$ cat src/rtl/switch_pkg.sv
// Shared interconnect definitions: default widths, latency type and
// the ready-output picker used by the switch arbiter.
package switch_pkg;

   localparam int DWIDTH_DEF  = 16;
   localparam int LATENCY_DEF = 5;

   typedef logic [LATENCY_DEF-1:0] latency_t;

   // Returns {ok, idx}: the preferred output if ready, else the other one.
   function automatic logic [1:0] route_pick(
      input logic i_pref,
      input logic i_r0,
      input logic i_r1
   );
      logic [1:0] v_res;
      v_res = 2'b00;
      if (!i_pref) begin
         if (i_r0)      v_res = 2'b10;
         else if (i_r1) v_res = 2'b11;
      end else begin
         if (i_r1)      v_res = 2'b11;
         else if (i_r0) v_res = 2'b10;
      end
      return v_res;
   endfunction

endpackage

$ cat src/rtl/switch_arbiter.sv
// Round-robin grant logic: routes the priority input first, the other
// input takes whatever ready output is left.
module switch_arbiter
   import switch_pkg::*;
(
   input  logic clk,
   input  logic rst,
   input  logic i_v0,
   input  logic i_v1,
   input  logic i_r0,
   input  logic i_r1,
   input  logic i_pref,
   output logic o_g0,
   output logic o_g1,
   output logic o_d0,
   output logic o_d1
);

   logic       r_prio;
   logic       w_fv, w_sv, w_fg, w_sg, w_fd, w_sd;
   logic       w_rr0, w_rr1;
   logic [1:0] w_a, w_b;

   always_comb begin
      w_fv  = r_prio ? i_v1 : i_v0;
      w_sv  = r_prio ? i_v0 : i_v1;
      w_a   = route_pick(i_pref, i_r0, i_r1);
      w_fg  = w_fv && w_a[1];
      w_fd  = w_a[0];
      w_rr0 = i_r0 && !(w_fg && !w_fd);
      w_rr1 = i_r1 && !(w_fg && w_fd);
      w_b   = route_pick(i_pref, w_rr0, w_rr1);
      w_sg  = w_sv && w_b[1];
      w_sd  = w_b[0];
   end

   assign o_g0 = r_prio ? w_sg : w_fg;
   assign o_d0 = r_prio ? w_sd : w_fd;
   assign o_g1 = r_prio ? w_fg : w_sg;
   assign o_d1 = r_prio ? w_fd : w_sd;

   // Pointer moves to the loser so it goes first next time.
   always_ff @(posedge clk or posedge rst) begin
      if (rst) begin
         r_prio <= 1'b0;
      end else if (i_v0 && i_v1 && (o_g0 ^ o_g1)) begin
         r_prio <= o_g0;
      end
   end

endmodule

$ cat src/rtl/switch.sv
// 2x2 valid/ready routing switch: latency-preferred output choice,
// combinational data muxing, round-robin contention via switch_arbiter.
module switch
   import switch_pkg::*;
#(
   parameter int DWIDTH              = DWIDTH_DEF,
   parameter int LATENCY_COUNT_WIDTH = LATENCY_DEF
) (
   input  logic                           clk,
   input  logic                           rst,
   input  logic                           in_0_valid,
   input  logic [DWIDTH-1:0]              in_0_data,
   output logic [LATENCY_COUNT_WIDTH-1:0] in_0_latency,
   output logic                           in_0_ready,
   input  logic                           in_1_valid,
   input  logic [DWIDTH-1:0]              in_1_data,
   output logic [LATENCY_COUNT_WIDTH-1:0] in_1_latency,
   output logic                           in_1_ready,
   output logic                           out_0_valid,
   output logic [DWIDTH-1:0]              out_0_data,
   input  logic [LATENCY_COUNT_WIDTH-1:0] out_0_latency,
   input  logic                           out_0_ready,
   output logic                           out_1_valid,
   output logic [DWIDTH-1:0]              out_1_data,
   input  logic [LATENCY_COUNT_WIDTH-1:0] out_1_latency,
   input  logic                           out_1_ready
);

   logic                           w_pref;
   logic                           w_g0, w_g1, w_d0, w_d1;
   logic                           w_0to0, w_1to0, w_0to1, w_1to1;
   logic [LATENCY_COUNT_WIDTH-1:0] w_min;

   assign w_pref = out_0_latency > out_1_latency;
   assign w_min  = w_pref ? out_1_latency : out_0_latency;

   assign in_0_latency = w_min;
   assign in_1_latency = w_min;

   switch_arbiter u_arb (
      .clk    (clk),
      .rst    (rst),
      .i_v0   (in_0_valid),
      .i_v1   (in_1_valid),
      .i_r0   (out_0_ready),
      .i_r1   (out_1_ready),
      .i_pref (w_pref),
      .o_g0   (w_g0),
      .o_g1   (w_g1),
      .o_d0   (w_d0),
      .o_d1   (w_d1)
   );

   assign in_0_ready = w_g0;
   assign in_1_ready = w_g1;

   assign w_0to0 = w_g0 && !w_d0;
   assign w_0to1 = w_g0 &&  w_d0;
   assign w_1to0 = w_g1 && !w_d1;
   assign w_1to1 = w_g1 &&  w_d1;

   assign out_0_valid = w_0to0 || w_1to0;
   assign out_1_valid = w_0to1 || w_1to1;

   assign out_0_data = w_0to0 ? in_0_data :
                       w_1to0 ? in_1_data : '0;
   assign out_1_data = w_0to1 ? in_0_data :
                       w_1to1 ? in_1_data : '0;

endmodule

$ cat config.mk
export PLATFORM = sky130hd
export DESIGN_NAME = switch
export DESIGN_NICKNAME = d
export VERILOG_FILES = /design/src/rtl/switch_pkg.sv /design/src/rtl/switch_arbiter.sv /design/src/rtl/switch.sv
export SDC_FILE = /design/constraint.sdc
export NUM_CORES = 1
export LEC_CHECK = 0
export CORE_MARGIN = 4
export CORE_UTILIZATION = 55
export DETAILED_ROUTE_END_ITERATION = 10
export DONT_BUFFER_PORTS = 1
export GPL_TIMING_DRIVEN = 0
export PLACE_DENSITY = 0.7
export REMOVE_ABC_BUFFERS = 1
export SLEW_MARGIN = 20
export SYNTH_ARGS = -nofsm -noshare
export SYNTH_HDL_FRONTEND = slang
export SYNTH_HIERARCHICAL = 1
export SYNTH_SLANG_ARGS = --single-unit
$ cat constraint.sdc
create_clock -name clk -period 3.7 [get_ports clk]
set_input_delay 0.74 -clock clk [delete_from_list [all_inputs] [get_ports clk]]
set_output_delay 0.74 -clock clk [all_outputs]
set_load 0.05 [all_outputs]
==> out/summary.txt, run 1 <==
Ranking of synthesized cells by area: a22o_1, ha_1, mux2_2, buf_4, inv_1
Initial antenna violation count: 0
Remaining global-route overflow: 0
Post-synthesis sequential area ratio: 3.26%
Worst Skew: 0 ns
Power density over the cells: 580 mW/mm²
Synth async-reset ratio: 100%
First-pass GRT wire length: 2850 µm
Layout cells sized above 1: 58.9%
DRC viols: 0
Number of global-route vias before repair: 682
Most frequent CP cell: inv_1
Most common cell after layout, fill and taps aside: a22o_2
Routed vias: 712
Antenna diode count: 0
Post-layout minimum cycle time: 3.57 ns
Met3 WL: 311 µm
Fin area: 885 µm²
Crit share post-route: 96.4%
VDD IR-drop max: 0.235 mV
Cell accounting for the most synthesized area: a22o_1
Via density: 6.78
Gpl congestion: 0.634
Number of top-level pins: 94
CTS clk-pin slew, worst paths: 0 ns
Buffers on Ports: 0
RSZ-0062 raised after global routing: yes
Crit-path slowest cell: a22o_2
Maximum clock frequency: 280 MHz
Final Hold Fails: 0
DR top layer: met3
R2r startpoint: u_arb/r_prio$_DFFE_PP0P_
Startpoint Class: input pin
Top reg by flops: u_arb/r_prio
Netlist cell types: 27
Final slew viol count: 0
Critical path type: input pin to output port
First-iteration detailed-routing DRC count: 8
Power, Total: 0.513 mW
Commonest cells after routing, fill and taps aside: a22o_2, inv_1, mux2_2, ha_1
Hpwl dp: 1730 µm
Max-cap violation count: 0
Placed Area: 727 µm²
Die Area: 0.00206 mm²
Die width: 45.4 µm
WP data arrival: 2.83 ns
Worst R2R Path Depth: 1
Clk_lat worst skew: 0 ns
Max FO, Critical Path: 16
Worst Tran Pin Value: 0.528 ns
Synth top area share: 36.5%
Largest register FFs: 1
Final setup fails: 0
Status: completed
Effective utilization at floorplan: 59.0%
Global-route usage over all layers: 17.6%
CP required: 2.96 ns
Crit path cell chain: inv_1 -> ha_1 -> and3_2 -> nand3_1 -> o21ai_4 -> inv_1 -> and2b_1 -> xor2_1 -> and2_1 -> and2_4 -> nor2_8 -> a22o_2
Syn_area_per_cell: 8.35 µm²
R2R Setup Slk: 3.06 ns
Num rows: 13
Top FF cell, synth: dfrtp_1
Seq cells post-synth: 1
Post-synthesis cell area: 768 µm²
CP peak stage delay: 0.36 ns
Nets: 145
Place WS: -0.694 ns
Total Routed Length: 2110 µm
WL per Instance: 20.1 µm
Worst setup EP type: output port
Slew Limit Headroom: 65.0%
Setup ws final: 0.132 ns
M1 wire length: 655 µm
Largest net degree at the start of global routing: 19
Chip Height: 45.4 µm
Ys Warns: 6
Routed Antenna Nets: 0
DR pass1 iterations: 4
Leakage: 0.406 nW
Met2 wire len: 1140 µm
Hold-fix buffers, CTS: 0
Post-synthesis cell count: 92
Worst R2R End: u_arb/r_prio$_DFFE_PP0P_
Worst Hold Class: input pin to asynchronous set/reset pin
Biggest regs: u_arb/r_prio (1)
Core ar.: 0.00130 mm²
Synthesis-to-layout area growth: 15.1%
Post-synth EDFFs: 0
==> synthesized netlist by cell type, types with 2 or more instances <==
cell,count
a21boi_0,2
a22o_1,32
and2_1,3
buf_2,3
buf_4,6
buf_6,2
ha_1,5
inv_1,7
mux2_2,5
nand2_1,3
nand2b_1,4
nand3_1,2
nor2b_1,2
xnor2_1,2
xor2_1,2
==> critical path, delay by kind of cell <==
| family | cells | cell delay, ns |
|---|---|---|
| AND/OR/NAND/NOR | 6 | 1.12 |
| AO/OA/AOI/OAI | 2 | 0.46 |
| adder cells (fa/ha/maj) | 1 | 0.28 |
| XOR/XNOR | 1 | 0.14 |
| buffers and inverters | 2 | 0.07 |
==> per-layer routing <==
| metal | up-vias | global-route usage (%) |
|---|---|---|
| li1 | 343 | - |
| met1 | 316 | 16.8 |
| met2 | 53 | 38.1 |
| met3 | 0 | 4.35 |
| met4 | 0 | 0 |
| met5 | - | 0 |
==> timing repair <==
action                     CTS  global route
pin swaps                    0             2
setup buffers                0             5
setup endpoints to repair   34            34
resized for setup           37             4
==> power by group <==
group | internal, mW | total [mW] | leakage, nW | switching, mW
registers | 0.0169 | 0.0217 | 0.0117 | 0.00483
clock network | 0 | 0 | 0 | 0
logic | 0.131 | 0.492 | 0.394 | 0.361
==> worst max path at each step <==
stage | startpoint | to | depth (start not counted)
2_1_floorplan | in_1_valid | out_0_data[0] | 6
5_1_grt | out_1_latency[2] | out_1_data[8] | 12
3_5_place_dp | out_1_latency[2] | out_0_data[12] | 12
3_3_place_gp | in_1_valid | out_0_data[12] | 6
4_1_cts | out_1_latency[2] | out_0_data[12] | 12
6_report | out_1_latency[2] | out_1_data[8] | 12
==> cell families after synthesis <==
group | count (synthesis) | share of synthesized area (%)
mux | 5 | 7.33
compound gates | 40 | 45.9
simple gates | 19 | 16.6
fa+ha+maj | 5 | 8.14
xor+xnor | 4 | 4.56
flops | 1 | 3.26
buf+inv | 18 | 14.2
==> per-stage QoR <==
step	utilization (%)	instances	hold slack [ns]	TNS, ns
finish	68.0	105	0.471	0
global route	68.0	105	0.471	-0.170
CTS	60.3	100	0.471	-0.00109
detailed placement	55.9	100	0.471	-16.63
global placement	54.1	96	0.470	-26.45
floorplan	-	81	0.467	-17.31
==> final cells by class <==
type / count / area (µm²)
fill: 114 / 417
inverter: 7 / 26.3
multi-input combinational: 73 / 717
sequential: 1 / 25.0
tap: 15 / 18.8
timing repair buffer: 9 / 97.6
No activity file was read; power rests on OpenSTA's default activity.
==> run 2: changes to the inputs <==
CTS_BUF_LIST = sky130_fd_sc_hd__clkbuf_8   (was default)
GPL_TIMING_DRIVEN = 1   (was 0)
SYNTH_HIERARCHICAL = default   (was 1)
==> run 2 against run 1 <==
The flow now stops in detailed placement. Area after synthesis up 10%. Synthesized cell count up 14%.
==> out/summary.txt, run 2 <==
Effective utilization at floorplan: 61.9% (+2.9 points)
First Error: [ERROR DPL-0038] Utilization greater than 100%, impossible to legalize
Ranking of synthesized cells by area: a22o_1, ha_1, mux2i_2, buf_4, o21ai_0
Status: stopped before the end
Gpl congestion: 0.817 (+29%)
Syn_area_per_cell: 8.06 µm² (-3.5%)
Chip Height: 47.2 µm (+4.1%)
Synth async-reset ratio: 100% (unchanged)
Number of top-level pins: 94 (unchanged)
Netlist cell types: 30 (+11%)
Synth top area share: 31.1% (-5.4 points)
Ys Warns: 0 (-6)
Post-synthesis cell count: 105 (+14%)
Seq cells post-synth: 1 (unchanged)
Cell accounting for the most synthesized area: a22o_1
Failed at: detailed placement
Die width: 47.2 µm (+4.1%)
Num rows: 13 (unchanged)
Count leader, synth: a22o_1
Buffers on Ports: 0 (unchanged)
Top FF cell, synth: dfrtp_1
Post-synthesis cell area: 846 µm² (+10%)
Synth cell count leaders: a22o_1, inv_1, nand2_1, o21ai_0
Post-synthesis sequential area ratio: 2.96% (-0.30 points)
Post-synth EDFFs: 0 (unchanged)
==> run 2: cell count changes after synthesis, moves of 3 or more <==
cell      delta
a22o_2       +3
nand2b_1     -3
nand2_1      +4
clkbuf_1     +4
mux2_2       -4
mux2i_2      +4
o21ai_0      +6
nand3_1      +4
==> run 2: per-stage QoR <==
stage,TNS (ns),std cells,hold WS [ns],setup WS [ns]
after floorplan,-6.17,92,0.469,-0.771
after global placement,0,152,0.472,0.332
==> run 2: logic make-up after synthesis <==
kind of cell / after synthesis / synth area share [%]
and+or+nand+nor: 24 / 14.5
adders and majority gates: 5 / 7.40
muxes: 5 / 7.84
xor gates and xnor gates: 2 / 2.07
buffers and inverters: 20 / 13.5
DFF: 1 / 2.96
AOI/OAI and AO/OA: 48 / 51.8
==> run 3: changes to the inputs <==
CORE_AREA = 4 4 65 67   (was default)
CORE_MARGIN = default   (was 4)
CORE_UTILIZATION = default   (was 55)
CTS_BUF_LIST = default   (was sky130_fd_sc_hd__clkbuf_8)
DIE_AREA = 0 0 69 71   (was default)
PLACE_DENSITY = default   (was 0.7)
PLACE_DENSITY_LB_ADDON = 0.15   (was default)
==> run 3 against run 2 <==
The run now ends clean. Synthesized cell count stayed put. Area after synthesis stayed put.
==> out/summary.txt, run 3 <==
Status: completed
Setup TNS: 0 ns
Biggest regs: u_arb.r_prio (1)
Placed Area: 0.00152 mm²
Leakage: 0.643 nW
Post-synthesis cell area: 846 µm² (unchanged)
Num rows: 22 (+9)
Synthesis-to-layout area growth: 79.3%
Multi-input gate area in the final layout: 722 µm²
Max FO, Critical Path: 16
Commonest cells after routing, fill and taps aside: a22o_1, buf_12, buf_4
Chip Height: 71 µm (+50%)
Global-route usage over all layers: 13.0%
Post-layout minimum cycle time: 3.31 ns
Final setup fails: 0
R2r startpoint: u_arb.r_prio$_DFFE_PP0P_
Seq cells post-synth: 1 (unchanged)
Post_cts resized: 0
Final Hold Fails: 0
Die width: 69 µm (+46%)
Syn_area_per_cell: 8.06 µm² (unchanged)
Top FF cell, synth: dfrtp_1
Post-synth EDFFs: 0 (unchanged)
Ranking of synthesized cells by area: a22o_1, ha_1, mux2i_2, buf_4, o21ai_0
Buffers on Ports: 0 (unchanged)
Final slew viol count: 0
Worst Skew: 0 ns
Post CTS Setup Buffer Count: 0
Hold-fix buffers, CTS: 0
Synth async-reset ratio: 100% (unchanged)
Number of top-level pins: 94 (unchanged)
Post-synthesis sequential area ratio: 2.96% (unchanged)
Ys Warns: 0 (unchanged)
Nets: 188
WP data arrival: 2.57 ns
# fillers: 365
Worst Setup SP: out_1_latency[4]
Die Area: 0.00490 mm²
Post-placement cell count: 181
Gpl congestion: 0.773 (-5.4%)
Worst R2R End: u_arb.r_prio$_DFFE_PP0P_
VDD IR-drop max: 0.161 mV
FF/Latch Area: 25.0 µm²
Post-synthesis cell count: 105 (unchanged)
Worst Hold Class: input pin to asynchronous set/reset pin
Maximum clock frequency: 302 MHz
Routed Antenna Nets: 0
Number of global-route vias before repair: 1011
First-iteration detailed-routing DRC count: 31
Routed vias: 979
Remaining global-route overflow: 0
RSZ-0062 raised after global routing: no
Netlist cell types: 30 (unchanged)
Worst Tran Pin Value: 0.518 ns
Fin area: 0.00152 mm²
Power density over the cells: 427 mW/mm²
R2R Setup Slk: 2.97 ns
Core ar.: 0.00363 mm²
Crit path cell chain: inv_1 -> ha_1 -> a21oi_1 -> a31o_4 -> mux2i_2 -> buf_4 -> a22o_1 -> buf_12
Slew Limit Headroom: 65.6%
DR pass1 iterations: 4
Largest register FFs: 1
Effective utilization at floorplan: 23.3% (-39 points)
Worst R2R Path Depth: 1
Clk_lat worst skew: 0 ns
WL per Instance: 18.2 µm
DRC viols: 0
Total Routed Length: 3290 µm
Hpwl dp: 2880 µm
Critical path type: input pin to output port
CP peak stage delay: 0.39 ns
Synth cell count leaders: a22o_1, inv_1, nand2_1, o21ai_0
CP required: 2.96 ns
CTS clk-pin slew, worst paths: 0 ns
Startpoint Class: input pin
Layout cells sized above 1: 43.6%
Count leader, synth: a22o_1
First-pass GRT wire length: 5530 µm
Largest net degree at the start of global routing: 17
Max-cap violation count: 0
Cell accounting for the most synthesized area: a22o_1
Worst setup EP type: output port
Final cell count without fillers: 181
Crit share post-route: 89.4%
Synth top area share: 31.1% (unchanged)
Via density: 5.41
Initial antenna violation count: 0
Antenna diode count: 0
Crit-path slowest cell: a21oi_1
Top reg by flops: u_arb.r_prio
==> run 3: cell counts after synthesis <==
No cell type changed its count.
==> run 3: routing by layer <==
| metal | wire, µm | share of wire [%] | track usage [%] |
|---|---|---|---|
| met5 | 0 | 0 | 0 |
| met4 | 0 | 0 | 0 |
| met3 | 611 | 19 | 7.81 |
| met2 | 1460 | 44 | 22.9 |
| met1 | 1210 | 37 | 14.4 |
==> run 3: layout make-up <==
cell class,count,area share [%]
multi-input cells,84,47.6
repair buffers,41,45.0
well taps,48,3.96
inverters,7,1.73
flip-flops and latches,1,1.65
==> run 3: worst max-delay path by stage <==
stage	slack (ns)	end
after floorplan	-0.77	in_0_latency[1]
final	0.39	out_1_data[4]
after CTS	0.38	out_1_data[4]
after global placement	0.40	out_1_data[2]
after detailed placement	0.39	out_1_data[4]
after global routing	0.24	out_0_data[12]
==> run 3: power by group <==
group	total, mW	internal (mW)	switching (mW)
Sequential	0.0261	0.0168	0.00932
Combinational	0.622	0.255	0.367
Clock	0	0	0
Total	0.648	0.272	0.377
==> run 3: logic make-up after synthesis <==
logic type,after synthesis,synth area share [%]
XOR/XNOR,2,2.07
flip-flops,1,2.96
adder cells (fa/ha/maj),5,7.40
AO/OA/AOI/OAI,48,51.8
buffers and inverters,20,13.5
multiplexers,5,7.84
AND/OR/NAND/NOR,24,14.5
==> run 3: through the flow <==
step	utilization [%]	power, mW	hold slack (ns)	worst slack, ns
2_1_floorplan	-	0.394	0.469	-0.771
3_3_place_gp	41.7	0.648	0.470	0.401
3_5_place_dp	41.7	0.652	0.479	0.385
4_1_cts	41.7	0.653	0.479	0.378
5_1_grt	41.7	0.676	0.484	0.242
6_report	41.7	0.648	0.476	0.390
==> run 3: critical path, delay by kind of cell <==
| family | cells | cell delay (ns) |
|---|---|---|
| buf+inv | 3 | 0.43 |
| fa+ha+maj | 1 | 0.32 |
| mux | 1 | 0.20 |
| compound gates | 3 | 0.88 |
